[config.mk]
export PLATFORM = sky130hd
export DESIGN_NAME = jtag_shift_engine_flat
export DESIGN_NICKNAME = d
export VERILOG_FILES = /design/src/rtl/jtag_shift_engine_if.sv /design/src/rtl/jtag_shift_engine.sv /design/src/flat_wrapper.sv
export SDC_FILE = /design/constraint.sdc
export NUM_CORES = 1
export LEC_CHECK = 0
export ABC_AREA = 1
export CAP_MARGIN = 20
export CORE_MARGIN = 10
export CORE_UTILIZATION = 57
export DETAILED_ROUTE_END_ITERATION = 12
export GPL_TIMING_DRIVEN = 0
export PLACE_DENSITY = 0.84
export SLEW_MARGIN = 10
export SYNTH_ARGS = -nofsm -noshare
export SYNTH_HDL_FRONTEND = slang
export SYNTH_SLANG_ARGS = --single-unit
export TNS_END_PERCENT = 30
[constraint.sdc]
create_clock -name clk -period 9.8 [get_ports clk]
set_input_delay 1.96 -clock clk [delete_from_list [all_inputs] [get_ports clk]]
set_output_delay 1.96 -clock clk [all_outputs]
set_load 0.01 [all_outputs]
[src/rtl/jtag_shift_engine_if.sv]
// Command/response bundle between the host register block and jtag_shift_engine.
// The host drives commands through the master modport; the engine uses the slave modport.
`timescale 1ns/1ps
interface jtag_shift_engine_if #(
  parameter int MAX_BITS = 32
);
  logic                cmd_valid;
  logic                cmd_ready;
  logic [3:0]          cmd_sel;
  logic [5:0]          cmd_len;
  logic [MAX_BITS-1:0] cmd_tms;
  logic [MAX_BITS-1:0] cmd_tdi;
  logic                rsp_valid;
  logic [MAX_BITS-1:0] rsp_tdo;
  logic                busy;

  modport master (
    output cmd_valid, cmd_sel, cmd_len, cmd_tms, cmd_tdi,
    input  cmd_ready, rsp_valid, rsp_tdo, busy
  );

  modport slave (
    input  cmd_valid, cmd_sel, cmd_len, cmd_tms, cmd_tdi,
    output cmd_ready, rsp_valid, rsp_tdo, busy
  );
endinterface

[src/rtl/jtag_shift_engine.sv]
// jtag_shift_engine: bit-level JTAG master for the 12-way target mux.
// Accepts one shift command, toggles V_TCK with a half-period of CLK_DIV clocks,
// drives V_TMS/V_TDI while TCK is low, captures V_TDO and returns the vector.
// Optional build macro: JTAG_SAMPLE_LATE_EN -- sample TDO on the last clock of the
// TCK-high phase instead of on the clock edge that raises TCK.
`timescale 1ns/1ps
module jtag_shift_engine #(
  parameter int CLK_DIV  = 4,
  parameter int MAX_BITS = 32
) (
  input  logic                 clk,
  input  logic                 rst,
  jtag_shift_engine_if.slave   bus,
  output logic [3:0]           jtag_sel,
  output logic                 v_tck,
  output logic                 v_tms,
  output logic                 v_tdi,
  input  logic                 v_tdo
);

  localparam int              CNT_W    = (CLK_DIV > 1) ? $clog2(CLK_DIV) : 1;
  localparam int              IDX_W    = $clog2(MAX_BITS);
  localparam logic [CNT_W-1:0] CNT_LAST = CNT_W'(CLK_DIV - 1);
  localparam logic [5:0]      LEN_MAX  = 6'(MAX_BITS);

  typedef enum logic [1:0] {
    S_IDLE,
    S_LOW,
    S_HIGH,
    S_DONE
  } state_t;

  state_t              state_reg, state_next;
  logic [5:0]          bit_reg, bit_next;
  logic [5:0]          len_reg, len_next;
  logic [CNT_W-1:0]    cnt_reg, cnt_next;
  logic [MAX_BITS-1:0] tms_reg, tms_next;
  logic [MAX_BITS-1:0] tdi_reg, tdi_next;
  logic [MAX_BITS-1:0] cap_reg, cap_next;
  logic [3:0]          sel_next;

  logic                ready_reg;
  logic                busy_reg;
  logic                rsp_valid_reg;
  logic [MAX_BITS-1:0] rsp_tdo_reg;

  logic [5:0]          len_sat;
  logic                sample_now;
  logic                phase_end;
  logic                enter_low;

  // Oversized lengths are clamped so the bit counter never leaves the vector.
  assign len_sat   = (bus.cmd_len > LEN_MAX) ? LEN_MAX : bus.cmd_len;
  assign phase_end = (cnt_reg == CNT_LAST);
  assign enter_low = (state_next == S_LOW) && (state_reg != S_LOW);

`ifdef JTAG_SAMPLE_LATE_EN
  // Late capture: last clock of the high phase, giving slow targets a full half-period.
  assign sample_now = (state_reg == S_HIGH) && phase_end;
`else
  // Early capture: the clock edge that raises TCK sees TDO as set up during the low phase.
  assign sample_now = (state_reg == S_LOW) && phase_end;
`endif

  // Next-state logic: command latch, half-period counter, bit counter and TDO capture.
  always_comb begin
    state_next = state_reg;
    bit_next   = bit_reg;
    len_next   = len_reg;
    cnt_next   = cnt_reg;
    tms_next   = tms_reg;
    tdi_next   = tdi_reg;
    cap_next   = cap_reg;
    sel_next   = jtag_sel;

    if (sample_now) begin
      cap_next[bit_reg[IDX_W-1:0]] = v_tdo;
    end

    case (state_reg)
      S_IDLE: begin
        if (bus.cmd_valid) begin
          len_next   = len_sat;
          tms_next   = bus.cmd_tms;
          tdi_next   = bus.cmd_tdi;
          sel_next   = bus.cmd_sel;
          bit_next   = 6'd0;
          cnt_next   = '0;
          cap_next   = '0;
          state_next = (len_sat == 6'd0) ? S_DONE : S_LOW;
        end
      end
      S_LOW: begin
        if (phase_end) begin
          cnt_next   = '0;
          state_next = S_HIGH;
        end else begin
          cnt_next = cnt_reg + 1'b1;
        end
      end
      S_HIGH: begin
        if (phase_end) begin
          cnt_next = '0;
          if (bit_reg == len_reg - 6'd1) begin
            state_next = S_DONE;
          end else begin
            bit_next   = bit_reg + 6'd1;
            state_next = S_LOW;
          end
        end else begin
          cnt_next = cnt_reg + 1'b1;
        end
      end
      S_DONE: begin
        state_next = S_IDLE;
      end
      default: begin
        state_next = S_IDLE;
      end
    endcase
  end

  // Internal state registers; reset abandons any command in flight.
  always_ff @(posedge clk or posedge rst) begin
    if (rst) begin
      state_reg <= S_IDLE;
      bit_reg   <= '0;
      len_reg   <= '0;
      cnt_reg   <= '0;
      tms_reg   <= '0;
      tdi_reg   <= '0;
      cap_reg   <= '0;
    end else begin
      state_reg <= state_next;
      bit_reg   <= bit_next;
      len_reg   <= len_next;
      cnt_reg   <= cnt_next;
      tms_reg   <= tms_next;
      tdi_reg   <= tdi_next;
      cap_reg   <= cap_next;
    end
  end

  // Registered outputs decoded from the next state so pins change exactly on state edges.
  always_ff @(posedge clk or posedge rst) begin
    if (rst) begin
      ready_reg     <= 1'b1;
      busy_reg      <= 1'b0;
      rsp_valid_reg <= 1'b0;
      rsp_tdo_reg   <= '0;
      jtag_sel      <= 4'hF;
      v_tck         <= 1'b0;
      v_tms         <= 1'b1;
      v_tdi         <= 1'b0;
    end else begin
      ready_reg     <= (state_next == S_IDLE);
      busy_reg      <= (state_next != S_IDLE);
      rsp_valid_reg <= (state_next == S_DONE);
      v_tck         <= (state_next == S_HIGH);
      jtag_sel      <= sel_next;
      if (state_next == S_DONE) begin
        rsp_tdo_reg <= cap_next;
      end
      // TMS/TDI only move when a low phase begins; they keep the last bit afterwards.
      if (enter_low) begin
        v_tms <= tms_next[bit_next[IDX_W-1:0]];
        v_tdi <= tdi_next[bit_next[IDX_W-1:0]];
      end
    end
  end

  assign bus.cmd_ready = ready_reg;
  assign bus.busy      = busy_reg;
  assign bus.rsp_valid = rsp_valid_reg;
  assign bus.rsp_tdo   = rsp_tdo_reg;

endmodule

[src/flat_wrapper.sv]
// flat-port wrapper written by rule: the top's interface ports become plain ports
module jtag_shift_engine_flat 
#(
  parameter int CLK_DIV  = 4,
  parameter int MAX_BITS = 32
)
  (clk, rst, jtag_sel, v_tck, v_tms, v_tdi, v_tdo, bus_cmd_valid, bus_cmd_sel, bus_cmd_len, bus_cmd_tms, bus_cmd_tdi, bus_cmd_ready, bus_rsp_valid, bus_rsp_tdo, bus_busy);
  jtag_shift_engine_if #(.MAX_BITS(MAX_BITS)) bus_i ();
  input  logic clk;
  input  logic rst;
  output logic [3:0] jtag_sel;
  output logic v_tck;
  output logic v_tms;
  output logic v_tdi;
  input  logic v_tdo;
  input wire logic [$bits(bus_i.cmd_valid)-1:0] bus_cmd_valid;
  input wire logic [$bits(bus_i.cmd_sel)-1:0] bus_cmd_sel;
  input wire logic [$bits(bus_i.cmd_len)-1:0] bus_cmd_len;
  input wire logic [$bits(bus_i.cmd_tms)-1:0] bus_cmd_tms;
  input wire logic [$bits(bus_i.cmd_tdi)-1:0] bus_cmd_tdi;
  output wire logic [$bits(bus_i.cmd_ready)-1:0] bus_cmd_ready;
  output wire logic [$bits(bus_i.rsp_valid)-1:0] bus_rsp_valid;
  output wire logic [$bits(bus_i.rsp_tdo)-1:0] bus_rsp_tdo;
  output wire logic [$bits(bus_i.busy)-1:0] bus_busy;
  assign bus_i.cmd_valid = bus_cmd_valid;
  assign bus_i.cmd_sel = bus_cmd_sel;
  assign bus_i.cmd_len = bus_cmd_len;
  assign bus_i.cmd_tms = bus_cmd_tms;
  assign bus_i.cmd_tdi = bus_cmd_tdi;
  assign bus_cmd_ready = bus_i.cmd_ready;
  assign bus_rsp_valid = bus_i.rsp_valid;
  assign bus_rsp_tdo = bus_i.rsp_tdo;
  assign bus_busy = bus_i.busy;
  jtag_shift_engine #(.CLK_DIV(CLK_DIV), .MAX_BITS(MAX_BITS)) u_core (.clk(clk), .rst(rst), .bus(bus_i), .jtag_sel(jtag_sel), .v_tck(v_tck), .v_tms(v_tms), .v_tdi(v_tdi), .v_tdo(v_tdo));
endmodule
# Word level (Yosys, flattened, before mapping)
# Index checks and enable logic that the tools add are counted.
# classes
eq_ne	12
n_reduce_logical	13
n_lt_le_gt_ge	4
addsub	3
n_mux	28
# ops
op	n
32-bit two-way mux	7
32-bit bitwise mux	1
6-bit two-way mux	4
2-bit two-way mux	7
5-bit by 6-bit less-than comparator with 1-bit output (second input constant)	2
6-bit case mux with 2 select lines	1
1-bit binary-select mux with 5-bit select	2
2-bit == test (second input constant)	5
2-bit case mux with 4 select lines	1
6-bit by 1-bit adder with 6-bit output (second input constant)	1
6-bit == test	1
6-bit > comparator (second input constant)	1
6-bit logical NOT	1
2-bit nonzero test	3
6-bit by 1-bit subtractor with 6-bit output (second input constant)	1
1-bit demux with 5-bit select	1
5-bit by 1-bit >= comparator with 1-bit output (second input constant)	1
2-bit by 1-bit == test with 1-bit output (second input constant)	2
2-bit logical NOT	2
2-bit by 1-bit != test with 1-bit output (second input constant)	2
2-bit != test (second input constant)	2
2-bit case mux with 2 select lines	1
2-bit AND reduction	2
4-bit AND reduction	1
4 further kinds	8
# word_totals
input_bits	78
ff_bits	154
wordCells	76

# Depth between registers and ports, before layout
# Gate-level depths: netlist of the first run.
# logic_depth
depth_word	8
mapped_depth	20
ltp_nobuf	19

# Worst setup path after synthesis of the first run
# Ideal clock, no wire load.
# synth_path
path_type	input-to-reg
from	input port bus_cmd_valid
to	register u_core.rsp_tdo_reg[0] (netlist: u_core.bus.rsp_tdo[0])
n_path_buf	1
cell_stages	10
setup_slack_ps	6338
setup_ps	125
arrival_ps	3337
required_time_ps	9675
path_cell_list	nand2_1 -> nor2_1 -> nand2_1 -> a21oi_1 -> a32oi_1 -> nand2_2 -> inv_2 -> nor2_4 -> buf_6 -> mux2_2
# synth_via
elab_chain_len	3
word_cells_on_any_way	5
classes_between	1 x eq/ne; 4 x mux
# synth_rtl
item	line_no	rtl
start: declaration	flat_wrapper.sv:16	input wire logic [$bits(bus_i.cmd_valid)-1:0] bus_cmd_valid;
2-bit two-way mux	jtag_shift_engine.sv:82	if (bus.cmd_valid) begin
2-bit case mux with 4 select lines	jtag_shift_engine.sv:80	case (state_reg)
net u_core.state_next[1]	jtag_shift_engine.sv:33	state_t state_reg, state_next;
2-bit == test	jtag_shift_engine.sv:161	if (state_next == S_DONE) begin
end signal: assignment	jtag_shift_engine.sv:162	rsp_tdo_reg <= cap_next;
end: declaration	jtag_shift_engine.sv:45	logic [MAX_BITS-1:0] rsp_tdo_reg;
# The timed path passes the listed nets, and every way through them passes these cells.
# A chain may end at the register's enable or synchronous reset.

# Worst setup path in the final report of the first run
# layout_path
from	input port bus_cmd_valid
to	register u_core.v_tdi
# layout_via
elab_chain_len	4
word_cells_on_any_way	10
classes_between	1 x eq/ne; 8 x mux; 1 x reduce/logical
# layout_rtl
item	line_no	rtl
6-bit two-way mux (tied with other cells)	jtag_shift_engine.sv:82	
6-bit case mux with 2 select lines (tied with other cells)	jtag_shift_engine.sv:80	
1-bit binary-select mux with 5-bit select or 2-bit by 1-bit == test with 1-bit output (tied branches)	jtag_shift_engine.sv:167, jtag_shift_engine.sv:55	
1-bit two-way mux (not written as such) or 1-bit logical AND (tied branches)	jtag_shift_engine.sv:167, jtag_shift_engine.sv:55	
end signal: assignment	jtag_shift_engine.sv:167	v_tdi <= tdi_next[bit_next[IDX_W-1:0]];
end: declaration	jtag_shift_engine.sv:17	output logic v_tdi,
# Parallel ways exist; a longest one is shown, timed or not. The select of a mux whose other input is x is not followed.

==> results of run 1 <==
layer usage:
metal | track usage, % | share of wire, % | vias up
li1 | - | - | 3059
met1 | 30.0 | 43 | 3052
met2 | 33.4 | 46 | 321
met3 | 7.77 | 9.2 | 39
met4 | 7.26 | 1.6 | 0
met5 | 0 | 0 | -
cells in the mapped netlist, drive strengths merged (6+ instances only):
| cell | instances |
|---|---|
| a21oi | 36 |
| buf | 20 |
| clkbuf | 23 |
| dfrtp | 148 |
| dfstp | 6 |
| ha | 9 |
| inv | 106 |
| mux2 | 32 |
| nand2 | 77 |
| nand3 | 134 |
| nor2 | 19 |
| nor3 | 62 |
| nor4 | 8 |
| o21ai | 73 |
| or2 | 65 |
logic make-up after synthesis:
| kind of cell | after synthesis | share of synthesized area, % |
|---|---|---|
| simple gates | 371 | 25.2 |
| flops | 154 | 51.8 |
| buf+inv | 149 | 8.25 |
| compound gates | 115 | 7.98 |
| mux | 32 | 4.84 |
| fa+ha+maj | 9 | 1.51 |
| xor+xnor | 3 | 0.353 |
metrics by stage:
stage          setup WS (ns)  std cells  hold slack (ns)
6_report                5.52       1157            0.467
5_1_grt                 5.32       1157            0.482
4_1_cts                 5.59       1157            0.472
3_5_place_dp            5.16       1125            0.460
3_3_place_gp            1.77       1124            0.457
2_1_floorplan           3.70        833            0.462
worst register-to-register path, delay by kind of cell (launching register included):
family	cells	cell delay, ns
buffers and inverters	4	1.06
AOI/OAI and AO/OA	1	0.15
DFF	1	0.42
adders and majority gates	1	0.18
and+or+nand+nor	9	1.07
path summary, 6_finish.rpt:
kind | start | to | slack [ns] | depth (start not counted)
min reg2reg | u_core.jtag_sel[3] | u_core.jtag_sel[3] | 0.47 | 2
min in group asynchronous | rst | u_core.tdi_reg[6] | 1.92 | 2
max reg2reg | u_core.state_reg[1] | u_core.v_tdi | 6.84 | 15
min | u_core.jtag_sel[3] | u_core.jtag_sel[3] | 0.47 | 2
max in group asynchronous | rst | u_core.bit_reg[2] | 7.06 | 3
max | bus_cmd_valid | u_core.v_tdi | 5.52 | 14
cell type report:
cell class	count	area, um^2
repair buffers	120	1220
well taps	172	215
inverters	106	405
fillers	965	3270
clock inverters	15	139
flip-flops and latches	154	3860
clock buffers	17	425
multi-input cells	530	2970
plain buffers	43	216
where the power goes:
group          leakage, nW  internal (mW)  switching (mW)
clock                0.280          0.353           0.277
sequential            1.90          0.877          0.0932
combinational         2.08          0.490           0.584
total                 4.26           1.72           0.954
==> results list, run 1 <==
- Run status: complete, no violations
- Crit path max-delay family: buffers and inverters
* Kind of launch point of the worst setup path: input pin
- In the routed design, unresolved DRC markers number 0.
- Mean number of vias per cell: 5.59
- For this design the static power due to leakage is 4.26 nW.
- Most used cell, CP: sky130_fd_sc_hd__nand3_1
* TritonCTS clock tree: done
- Of the synthesized area, sequential elements account for between 50% and 60%.
* Critical-path cell list: clkdlybuf4s50_1, nand2_1, inv_1, clkbuf_1, clkbuf_1, or2_2, o21ai_0, nand2_1, nand3_1, nand3_1, nand3_1, nand3_1, nand3_1, nand2_1
- Library cell with the largest summed area after synthesis: sky130_fd_sc_hd__dfrtp_1
- Maximum operating frequency: about 230 MHz
- Total clock buffers created by CTS: 17
* Mean Syn Cell Area: between 8 and 9 um^2
* Final instance area: around 0.0095 mm^2
* Top post-synthesis cells by area: sky130_fd_sc_hd__dfrtp_1, sky130_fd_sc_hd__nand3_1, sky130_fd_sc_hd__or2_2
* Final count of negative-setup-slack endpoints: 0
- Flip-flop and latch count after synthesis: about 150
- Of the available clock period, the critical path in the final layout requires a little over two fifths.
- Ant diodes: 0
- Maximum number of pins on one net before global-route repair: roughly 110
- Summing all placed instances gives a cell area of between 0.008 and 0.009 mm^2.
- Core area: 0.0127 mm^2
- Yosys Warn Count: 0
- First-pass detailed-route iteration total: 5
* Delay of the slowest cell on the worst path: ~0.49 ns
* Setup TNS after final layout: 0 ns
* Top-area cell type share of the netlist area: between 40% and 50%
- Peak VDD IR: 0.181 mV
* Number of enable-type register cells in the synthesized netlist: 0
* Global-route wire length before repair: ~33,000 um
* Unrepaired setup endpoints after global routing: no
* Syn Std Cell Area: 0.00745 mm^2
- The clock tree synthesis step divided the H-tree into 4 levels.
* Number of core rows: 41
- Wire length after detailed routing: around 20,000 um
- The worst path needs 4.28 ns of the cycle, external delays included.
- Data arrives at the worst endpoint at between 4 and 5 ns.
- In this run the tool buffered the top-level ports with approximately 120 buffer cells.
- After clock tree synthesis, the clock-pin slew on the worst setup and hold paths is around 0.06 ns.
* Vias: between 6,000 and 7,000
- Final Hold Violating Endpoints: 0
- The root buffer cell chosen for the clock tree is sky130_fd_sc_hd__clkbuf_16.
* Post_cts resized: 0
- Slowest cell on the critical path: sky130_fd_sc_hd__clkdlybuf4s50_1
- Fin Clk Skew: 0.00776 ns
- From bottom edge to top edge, the die measures around 130 um.
- In this run, post-CTS hold repair placed 0 buffers.
- The floorplan step defined a die boundary enclosing 0.0180 mm^2.
* Distinct cells, synth: 37
- Fraction of registers with async set/reset: 100%
- Max-slew violation count: 0
* Die width: 134 um
- In the synthesized netlist, the number of instances is ~830.
* CP max FO: 10
- The area growth from synthesis to layout is 26.9%.
* Max-cap viol count: 0
- Initial drt markers: approximately 710
* Number of nets in the finished design: around 1,100
- At the pin with the least slew margin, the transition time is 0.663 ns.
- Initial core utilization: slightly below 60%
* Worst setup path category: in2reg
* Leading cell type in the layout, fill and taps excluded: sky130_fd_sc_hd__dfrtp_1
- The path class of the tightest hold or removal check is reg2reg.
- The number of global-route vias before repair is approximately 6,400.
- At the end of the flow the core is filled with cells to between 70% and 80%.
- Relative slew slack: 55.5%
* Number of antenna violations at the first check in global routing: 0
- Half-perimeter wire length of the detailed placement result: 14,100 um
- Clock insertion delay at the later pin of the skew report: approximately 0.43 ns
- The critical path contains buffers and inverters numbering 4 combined.
- Data required time of the critical path: about 10 ns
- Post-detailed-route count of antenna-violating nets: 0
* Average wire per cell in the routed design: roughly 17 um
- Among all flip-flop cells after synthesis, the most frequent one is sky130_fd_sc_hd__dfrtp_1.
* Power per cell area: ~280 mW/mm^2
- Global-route congestion overflow total: 0
* Share of cells above drive strength 1: between 10% and 20%
* Maximum buffer depth of the clock tree: 2
* Routability congestion estimate: slightly above 0.9
- Total nets after synthesis: 920
* Most frequent cells in the layout: sky130_fd_sc_hd__dfrtp_1, sky130_fd_sc_hd__nand3_1, sky130_fd_sc_hd__clkdlybuf4s50_1, sky130_fd_sc_hd__inv_1, sky130_fd_sc_hd__nand2_1
- The number of setup buffers added after CTS is 0.
* Overall power of the completed layout: roughly 2.7 mW
* Global-route usage over all layers: approximately 22%
- For this design the top-level I/O count stands at 120.
- The clock drives 154 sinks.
- Type of destination of the critical path: flop
No activity file was read; power rests on OpenSTA's default activity.
==> inputs of run 2 (changes only) <==
--- a/config.mk
+++ b/config.mk
@@ -8,10 +8,10 @@
 export ABC_AREA = 1
 export CAP_MARGIN = 20
 export CORE_MARGIN = 10
-export CORE_UTILIZATION = 57
+export CORE_UTILIZATION = 49
 export DETAILED_ROUTE_END_ITERATION = 12
 export GPL_TIMING_DRIVEN = 0
-export PLACE_DENSITY = 0.84
+export PLACE_DENSITY = 0.77
 export SLEW_MARGIN = 10
 export SYNTH_ARGS = -nofsm -noshare
 export SYNTH_HDL_FRONTEND = slang
==> constraint.sdc (replaced) <==
create_clock -name clk -period 3.6 [get_ports clk]
set_input_delay 0.72 -clock clk [delete_from_list [all_inputs] [get_ports clk]]
set_output_delay 0.72 -clock clk [all_outputs]
set_load 0.01 [all_outputs]
==> results list, run 2 (synthesis results as in run 1) <==
* Depth of the worst register-to-register path: 9 (-6)
- The setup slack after placement is 0.227 ns (-4.93 ns).
- The post-detailed-route wirelength per cell was 17.1 um (-0.26%).
- Cell at the root of the clock tree: sky130_fd_sc_hd__clkbuf_16
- Routability congestion estimate: 0.884 (-3.8%)
- Post-route insts no fill: 1,176 (+1.6%)
* Worst Min Path Start: u_core.jtag_sel[3]
- The number of endpoints failing setup at the final stage is 0 (unchanged).
* Sequential cell area: 0.00386 mm^2 (unchanged)
- The least setup slack across all paths after layout is 0.631 ns (-4.89 ns).
- Share of cells above drive strength 1: 16.6% (+0.25 points)
- Delay of the slowest cell on the worst path: 0.51 ns (+0.02 ns)
* Die width: 143 um (+6.7%)
- Post-detailed-route count of antenna-violating nets: 0 (unchanged)
* Type of destination of the critical path: flop
- Number of remaining DRC errors: 0 (unchanged)
- Initial drt markers: 625 (-12%)
- Number of hold buffers added after CTS: 0 (unchanged)
- Relative area change from synthesis to final layout: 28.7%
- Launch point of the worst reg-to-reg path: u_core.state_reg[1]
- The arrival time at the worst endpoint is 3.29 ns (-1.36 ns).
* Half-perimeter wire length of the detailed placement result: 14,600 um (+3.7%)
* Global-route usage over all layers: 20.1% (-2.3 points)
- The min-delay analysis places its worst path in the category reg2reg.
- The number of CTS-inserted buffers was 17 (unchanged).
* Period Utilization, post-route: between 80 and 90%
- Vias: 6,512 (+0.63%)
* Max-slew violation count: 0 (unchanged)
- The die height is 143 um (+6.7%).
* Post_cts resized: 0 (unchanged)
* Maximum operating frequency: between 300 and 400 MHz
* Number of antenna violations at the first check in global routing: 0 (unchanged)
- The critical path goes through clkdlybuf4s50_1, nand2_1, inv_1, clkbuf_1, buf_2, clkbuf_1, nor3_1, mux2_1.
* Leading cell type in the layout, fill and taps excluded: sky130_fd_sc_hd__dfrtp_1
- Number of nets in the finished design: 1,062 (+0.28%)
- The final hold violation count came to 0 (unchanged).
- The post-route total power was 7.43 mW (+180%).
- Mean number of vias per cell: 5.54 (-0.99%)
- The number of I/O pins is 120 (unchanged).
- Final Hold Slack: 0.469 ns (+0.00211 ns)
- Number of stages on the worst hold path: 2 (unchanged)
- Clock insertion delay at the later pin of the skew report: 0.43 ns (about the same)
- Slowest cell on the critical path: sky130_fd_sc_hd__clkdlybuf4s50_1
- TritonCTS built the clock tree.
- Maximum buffer depth of the clock tree: 2 (unchanged)
- Ant diodes: 0 (unchanged)
* Worst Hold Endpoint: u_core.jtag_sel[3]
- Worst reg2reg path endpoint: u_core.bus.rsp_tdo[15]
- Fin Clk Skew: 0.00725 ns (-0.000509 ns)
- The static power due to leakage was 4.31 nW (+1.1%).
- Relative slew slack: 49.8% (-5.7 points)
- Kind of launch point of the worst setup path: input pin
- The count of buffers from port buffering is 119 (unchanged).
- Most used cell, CP: sky130_fd_sc_hd__clkbuf_1
* Worst-Margin Slew: 0.747 ns (+0.0846 ns)
- Most frequent cells in the layout: sky130_fd_sc_hd__dfrtp_1, sky130_fd_sc_hd__nand3_1, sky130_fd_sc_hd__clkdlybuf4s50_1, sky130_fd_sc_hd__inv_1, sky130_fd_sc_hd__nand2_1
- Die ar.: 0.0205 mm^2 (+14%)
- Power per cell area: 775 mW/mm^2 (+170%)
- Min cycle time layout: roughly 3.0 ns
- Crit path max-delay family: buffers and inverters
- The data required time at the worst endpoint is 3.92 ns (-6.25 ns).
- The highest net fanout along the worst path is 10 (unchanged).
* Maximum number of pins on one net before global-route repair: 40 (-63%)
- Global-route wire length before repair: 32,700 um (+0.55%)
- The number of fill cells was 1,223 (+27%).
- First-pass detailed-route iteration total: 5 (unchanged)
- The final design instance area without fill came to 0.00959 mm^2 (+1.4%).
- Cell area after placement: 0.00896 mm^2 (+0.77%)
- The placed instance count is 1,144 (+1.7%).
* Wire length after detailed routing: 20,100 um (+1.4%)
* Run status: complete, no violations
- The buffer count from post-CTS setup fixing came to 0 (unchanged).
- Clock H-tree levels: 4 (unchanged)
- Number of global-route vias before repair: 6,486 (+1.5%)
* Worst Path Buf+Inv: 5 (+1)
- Global-route congestion overflow total: 0 (unchanged)
- Sink Count: 154 (unchanged)
* Reg2reg setup slack: 0.72 ns (-6.12 ns)
- Unrepaired setup endpoints after global routing: no
* CTS clk-pin slew, worst paths: 0.07 ns (about the same)
- Initial core utilization: 49.5% (-9.0 points)
* Peak VDD IR: 0.459 mV (+150%)
- Core area: 0.0150 mm^2 (+18%)
- Multi-input gate area: 0.00297 mm^2 (unchanged)
- The number of max-cap violations was 0 (unchanged).
- Number of core rows: 45 (+9.8%)
* Worst setup path category: in2reg
## run 2: cell count changes in the layout (fill, tap and decap cells not counted)
cell	previous run	this run
sky130_fd_sc_hd__bufinv_16	1	3
sky130_fd_sc_hd__buf_12	0	4
sky130_fd_sc_hd__buf_16	1	0
sky130_fd_sc_hd__inv_6	5	6
sky130_fd_sc_hd__inv_8	2	3
sky130_fd_sc_hd__clkinv_2	4	0
## run 2: how the worst max path moves through the flow
stage / cells past startpoint / to / from
final: 8 / u_core.bus.rsp_tdo[15] / bus_cmd_valid
after global routing: 14 / u_core.v_tms / bus_cmd_valid
after CTS: 8 / u_core.bus.rsp_tdo[15] / bus_cmd_valid
after detailed placement: 8 / u_core.bus.rsp_tdo[15] / bus_cmd_valid
after global placement: 2 / u_core.tdi_reg[2] / rst
after floorplan: 1 / u_core.bit_reg[0] / rst
## run 2: power by group
| group | switching [mW] | internal (mW) |
|---|---|---|
| logic | 1.56 | 1.34 |
| registers | 0.250 | 2.39 |
| clock network | 0.782 | 1.12 |
| total | 2.59 | 4.84 |
## run 2: worst min-delay path, cell delays in order (launching register included)
cell                      delay, ns
sky130_fd_sc_hd__dfstp_2       0.37
sky130_fd_sc_hd__nand2_1       0.05
sky130_fd_sc_hd__nand2_1       0.05
## run 2: per-layer routing
metal	share of wire (%)	up-vias	track usage, %
li1	-	3065	-
met1	44	3111	26.8
met2	45	306	30.7
met3	9.2	30	6.08
met4	1.7	0	6.72
met5	0	-	0
## run 2: area by class of cell
type / count / share of cell area [%]
tap: 188 / 2.45
sequential: 154 / 40.3
clock buffer: 17 / 4.44
multi-input combinational: 530 / 31.0
clock inverter: 15 / 2.11
inverter: 106 / 4.19
buffer: 43 / 2.26
timing repair buffer: 123 / 13.3
## run 2: metrics by stage
stage                     util, %  TNS [ns]
after floorplan                 -         0
after global placement       59.1    -50.02
after detailed placement     59.6         0
after CTS                    63.8         0
after global routing         63.8         0
final                        63.8         0
==> inputs of run 3 (changes only) <==
--- a/config.mk
+++ b/config.mk
@@ -8,10 +8,10 @@
 export ABC_AREA = 1
 export CAP_MARGIN = 20
 export CORE_MARGIN = 10
-export CORE_UTILIZATION = 49
+export CORE_UTILIZATION = 54
 export DETAILED_ROUTE_END_ITERATION = 12
 export GPL_TIMING_DRIVEN = 0
-export PLACE_DENSITY = 0.77
+export PLACE_DENSITY = 0.8
 export SLEW_MARGIN = 10
 export SYNTH_ARGS = -nofsm -noshare
 export SYNTH_HDL_FRONTEND = slang
==> constraint.sdc (replaced) <==
create_clock -name clk -period 2.8 [get_ports clk]
set_input_delay 0.56 -clock clk [delete_from_list [all_inputs] [get_ports clk]]
set_output_delay 0.56 -clock clk [all_outputs]
set_load 0.01 [all_outputs]
==> results list, run 3 (synthesis results as in run 1) <==
* Run status: complete, no violations
- Kind of launch point of the worst setup path: flop
* Number of nets in the finished design: 1,067 (+0.47%)
- The proportion of layout cells with a drive suffix above 1 is 18.1% (+1.5 points).
- After layout, the minimum clock period comes to about 2.6 ns.
- Worst reg2reg path endpoint: u_core.bus.rsp_tdo[27]
- The number of CTS-inserted buffers was 17 (unchanged).
* Cell area after placement: 0.00894 mm^2 (-0.17%)
- The number of fill cells is 1,010 (-17%).
- The area of the multi-input gates is 0.00300 mm^2 (+1.1%).
- The cell depth of the worst min-delay path is 2 (unchanged).
- Vertical die dimension: 137 um (-4.1%)
* Relative slew slack: 45.3% (-4.5 points)
- The final hold violation count came to 0 (unchanged).
* Average wire per cell in the routed design: 17.7 um (+3.3%)
- Worst setup path category: reg2reg
* Pint: 6.20 mW (+28%)
* Core area: 0.0134 mm^2 (-11%)
* Clock insertion delay at the later pin of the skew report: 0.44 ns (about the same)
- The total global routing overflow is 0 (unchanged).
* PnR worst setup slack: 0.172 ns (-0.459 ns)
- The final antenna-violating net count is 0 (unchanged).
- Leading cell type in the layout, fill and taps excluded: sky130_fd_sc_hd__dfrtp_1
* Combinational share of power: 40.2% (+1.3 points)
* Number of core rows: 42 (-6.7%)
* Worst Min Path Start: u_core.jtag_sel[1]
- The switching fraction of total power is 35.3% (+0.42 points).
- The number of antenna violations at the first check in global routing was 0 (unchanged).
* Worst-Margin Slew: 0.815 ns (+0.0674 ns)
* Peak VDD IR: 0.565 mV (+23%)
- The buffers plus inverters on the worst setup path came to 5 (unchanged).
* Number of global-route vias before repair: 6,655 (+2.6%)
- The final design instance area without fill was 0.00965 mm^2 (+0.63%).
- In this run the critical register-to-register path is launched from u_core.state_reg[1].
- Die ar.: 0.0189 mm^2 (-8.0%)
- The number of cells on the worst reg-to-reg path came to 9 (unchanged).
* Routability congestion estimate: 0.902 (+2.0%)
* Most used cell, CP: sky130_fd_sc_hd__inv_1
- The clock edge transition at the registers on the reported setup and hold paths was 0.06 ns (about the same).
- Maximum buffer depth of the clock tree: 2 (unchanged)
* CP max FO: 10 (unchanged)
- Type of destination of the critical path: flop
* Net switching power figure: 3.38 mW (+30%)
* Global-route usage over all layers: 22.4% (+2.3 points)
* Final count of negative-setup-slack endpoints: 0 (unchanged)
- The sequential group share of total power was 35.5% (about the same).
- The number of DRC violations after detailed routing came to 0 (unchanged).
- Data required time of the critical path: 3.11 ns (-0.81 ns)
* Critical-path cell list: inv_1, ha_2, nand2_4, inv_1, clkbuf_2, buf_2, clkbuf_1, nor3_1, mux2_2
- The first-pass GRT wire length was 33,500 um (+2.4%).
- The maximum number of pins on one net before global-route repair was 39 (-2.5%).
- Initial drt markers: 674 (+7.8%)
- The count of vias placed by the detailed router came to 6,555 (+0.66%).
* Beginning of the critical path: u_core.state_reg[1]
* Ports placed on the boundary: 120 (unchanged)
* Reg2reg setup slack: 0.17 ns (-0.55 ns)
- Period Utilization, post-route: ~94%
- Max-cap viol count: 0 (unchanged)
- Sequential cell area: 0.00386 mm^2 (unchanged)
- CTS placed an instance of sky130_fd_sc_hd__clkbuf_16 at the clock tree root.
* Maximum operating frequency: 381 MHz
- The setup slack after placement is -0.437 ns (-0.663 ns).
* TritonCTS clock tree: done
* Worst hold path class: reg2reg
* Wire length after detailed routing: 20,700 um (+2.6%)
- The detailed-placement wirelength estimate came to 14,700 um (+0.62%).
- Broken down by cell family, the worst path's largest delay share belongs to buffers and inverters.
- Fin Clk Skew: 0.0105 ns (+0.00323 ns)
- The number of hold buffers added after cts was 0 (unchanged).
- Delay of the slowest cell on the worst path: 0.44 ns (-0.07 ns)
* Die width: 137 um (-4.1%)
* PortBufs: 119 (unchanged)
- Most frequent cells in the layout: sky130_fd_sc_hd__dfrtp_1, sky130_fd_sc_hd__nand3_1, sky130_fd_sc_hd__clkdlybuf4s50_1, sky130_fd_sc_hd__inv_1
- The detailed-routing iteration count for the pre-antenna-repair pass came to 5 (unchanged).
- Max-slew violation count: 0 (unchanged)
- The number of inserted diodes is 0 (unchanged).
- The number of sinks on the clock net is 154 (unchanged).
- Power per cell area: 993 mW/mm^2 (+28%)
- Arrival time of the worst setup path: 2.94 ns (-0.35 ns)
* Relative area change from synthesis to final layout: 29.5%
- Initial core utilization: 55.6% (+6.0 points)
* Mean number of vias per cell: 5.61 (+1.3%)
* Utilization after layout: 72.0% (+8.2 points)
- Leakage power summed over all cells: 4.36 nW (+1.0%)
* Clock power share: 24.3% (-1.3 points)
* Clock H-tree levels: 4 (unchanged)
- Slowest cell on the critical path: sky130_fd_sc_hd__clkbuf_1
- For hold timing, the worst endpoint is u_core.jtag_sel[1].
==> run 3: cell count changes in the layout (fill, tap and decap cells not counted), moves of 3 or more <==
cell                       change
sky130_fd_sc_hd__buf_4         +4
sky130_fd_sc_hd__clkbuf_1      -5
sky130_fd_sc_hd__clkbuf_2      +5
sky130_fd_sc_hd__clkinv_4      +3
sky130_fd_sc_hd__inv_6         -4
sky130_fd_sc_hd__nand2_1       -3
==> run 3: per-layer routing <==
metal | vias up | track usage (%) | wire (um) | share of wire, %
met5 | - | 0 | 0 | 0
met4 | 0 | 8.37 | 372 | 1.8
met3 | 38 | 7.36 | 1720 | 8.3
met2 | 277 | 33.7 | 9640 | 47
met1 | 3168 | 29.4 | 8930 | 43
li1 | 3072 | - | - | -
==> run 3: tightest hold or removal path: stages, from the launching register on <==
cell                      delay, ns
sky130_fd_sc_hd__dfstp_2       0.37
sky130_fd_sc_hd__nand2_1       0.05
sky130_fd_sc_hd__nand2_1       0.05
==> run 3: worst max-delay path by stage <==
stage	endpoint	depth (start not counted)
after floorplan	u_core.bit_reg[0]	1
after global placement	u_core.bus.rsp_tdo[5]	2
after detailed placement	u_core.bus.rsp_tdo[18]	8
after CTS	u_core.v_tdi	13
after global routing	u_core.v_tdi	13
final	u_core.bus.rsp_tdo[27]	9
==> run 3: power by group through the flow <==
stage / clock network, mW / logic, mW / registers, mW
2_1_floorplan: 0 / 2.19 / 3.49
3_3_place_gp: 0 / 3.59 / 3.39
3_5_place_dp: 0 / 3.70 / 3.43
4_1_cts: 2.35 / 3.76 / 3.40
5_1_grt: 2.45 / 4.30 / 3.48
6_report: 2.33 / 3.85 / 3.40
==> run 3: cell type report <==
class / count / area share (%)
buffer: 43 / 2.44
clock buffer: 18 / 4.55
clock inverter: 14 / 1.69
inverter: 106 / 4.16
multi-input combinational: 530 / 31.1
sequential: 154 / 40.0
tap: 176 / 2.28
timing repair buffer: 128 / 13.7
==> run 3: through the flow <==
stage               power [mW]  instances  hold WS (ns)  TNS, ns
floorplan                 5.68        833         0.462        0
global placement          6.98       1128         0.454  -159.64
detailed placement        7.13       1132         0.463   -16.48
CTS                       9.51       1164         0.472        0
global route              10.2       1169         0.494  -0.0104
finish                    9.58       1169         0.470        0
==> run 3: what timing repair did <==
| item | CTS | global route |
|---|---|---|
| resized for setup | 4 | 16 |
| setup buffers | 0 | 5 |
| pin swaps | 0 | 1 |
| endpoints found under the setup margin | 21 | 31 |
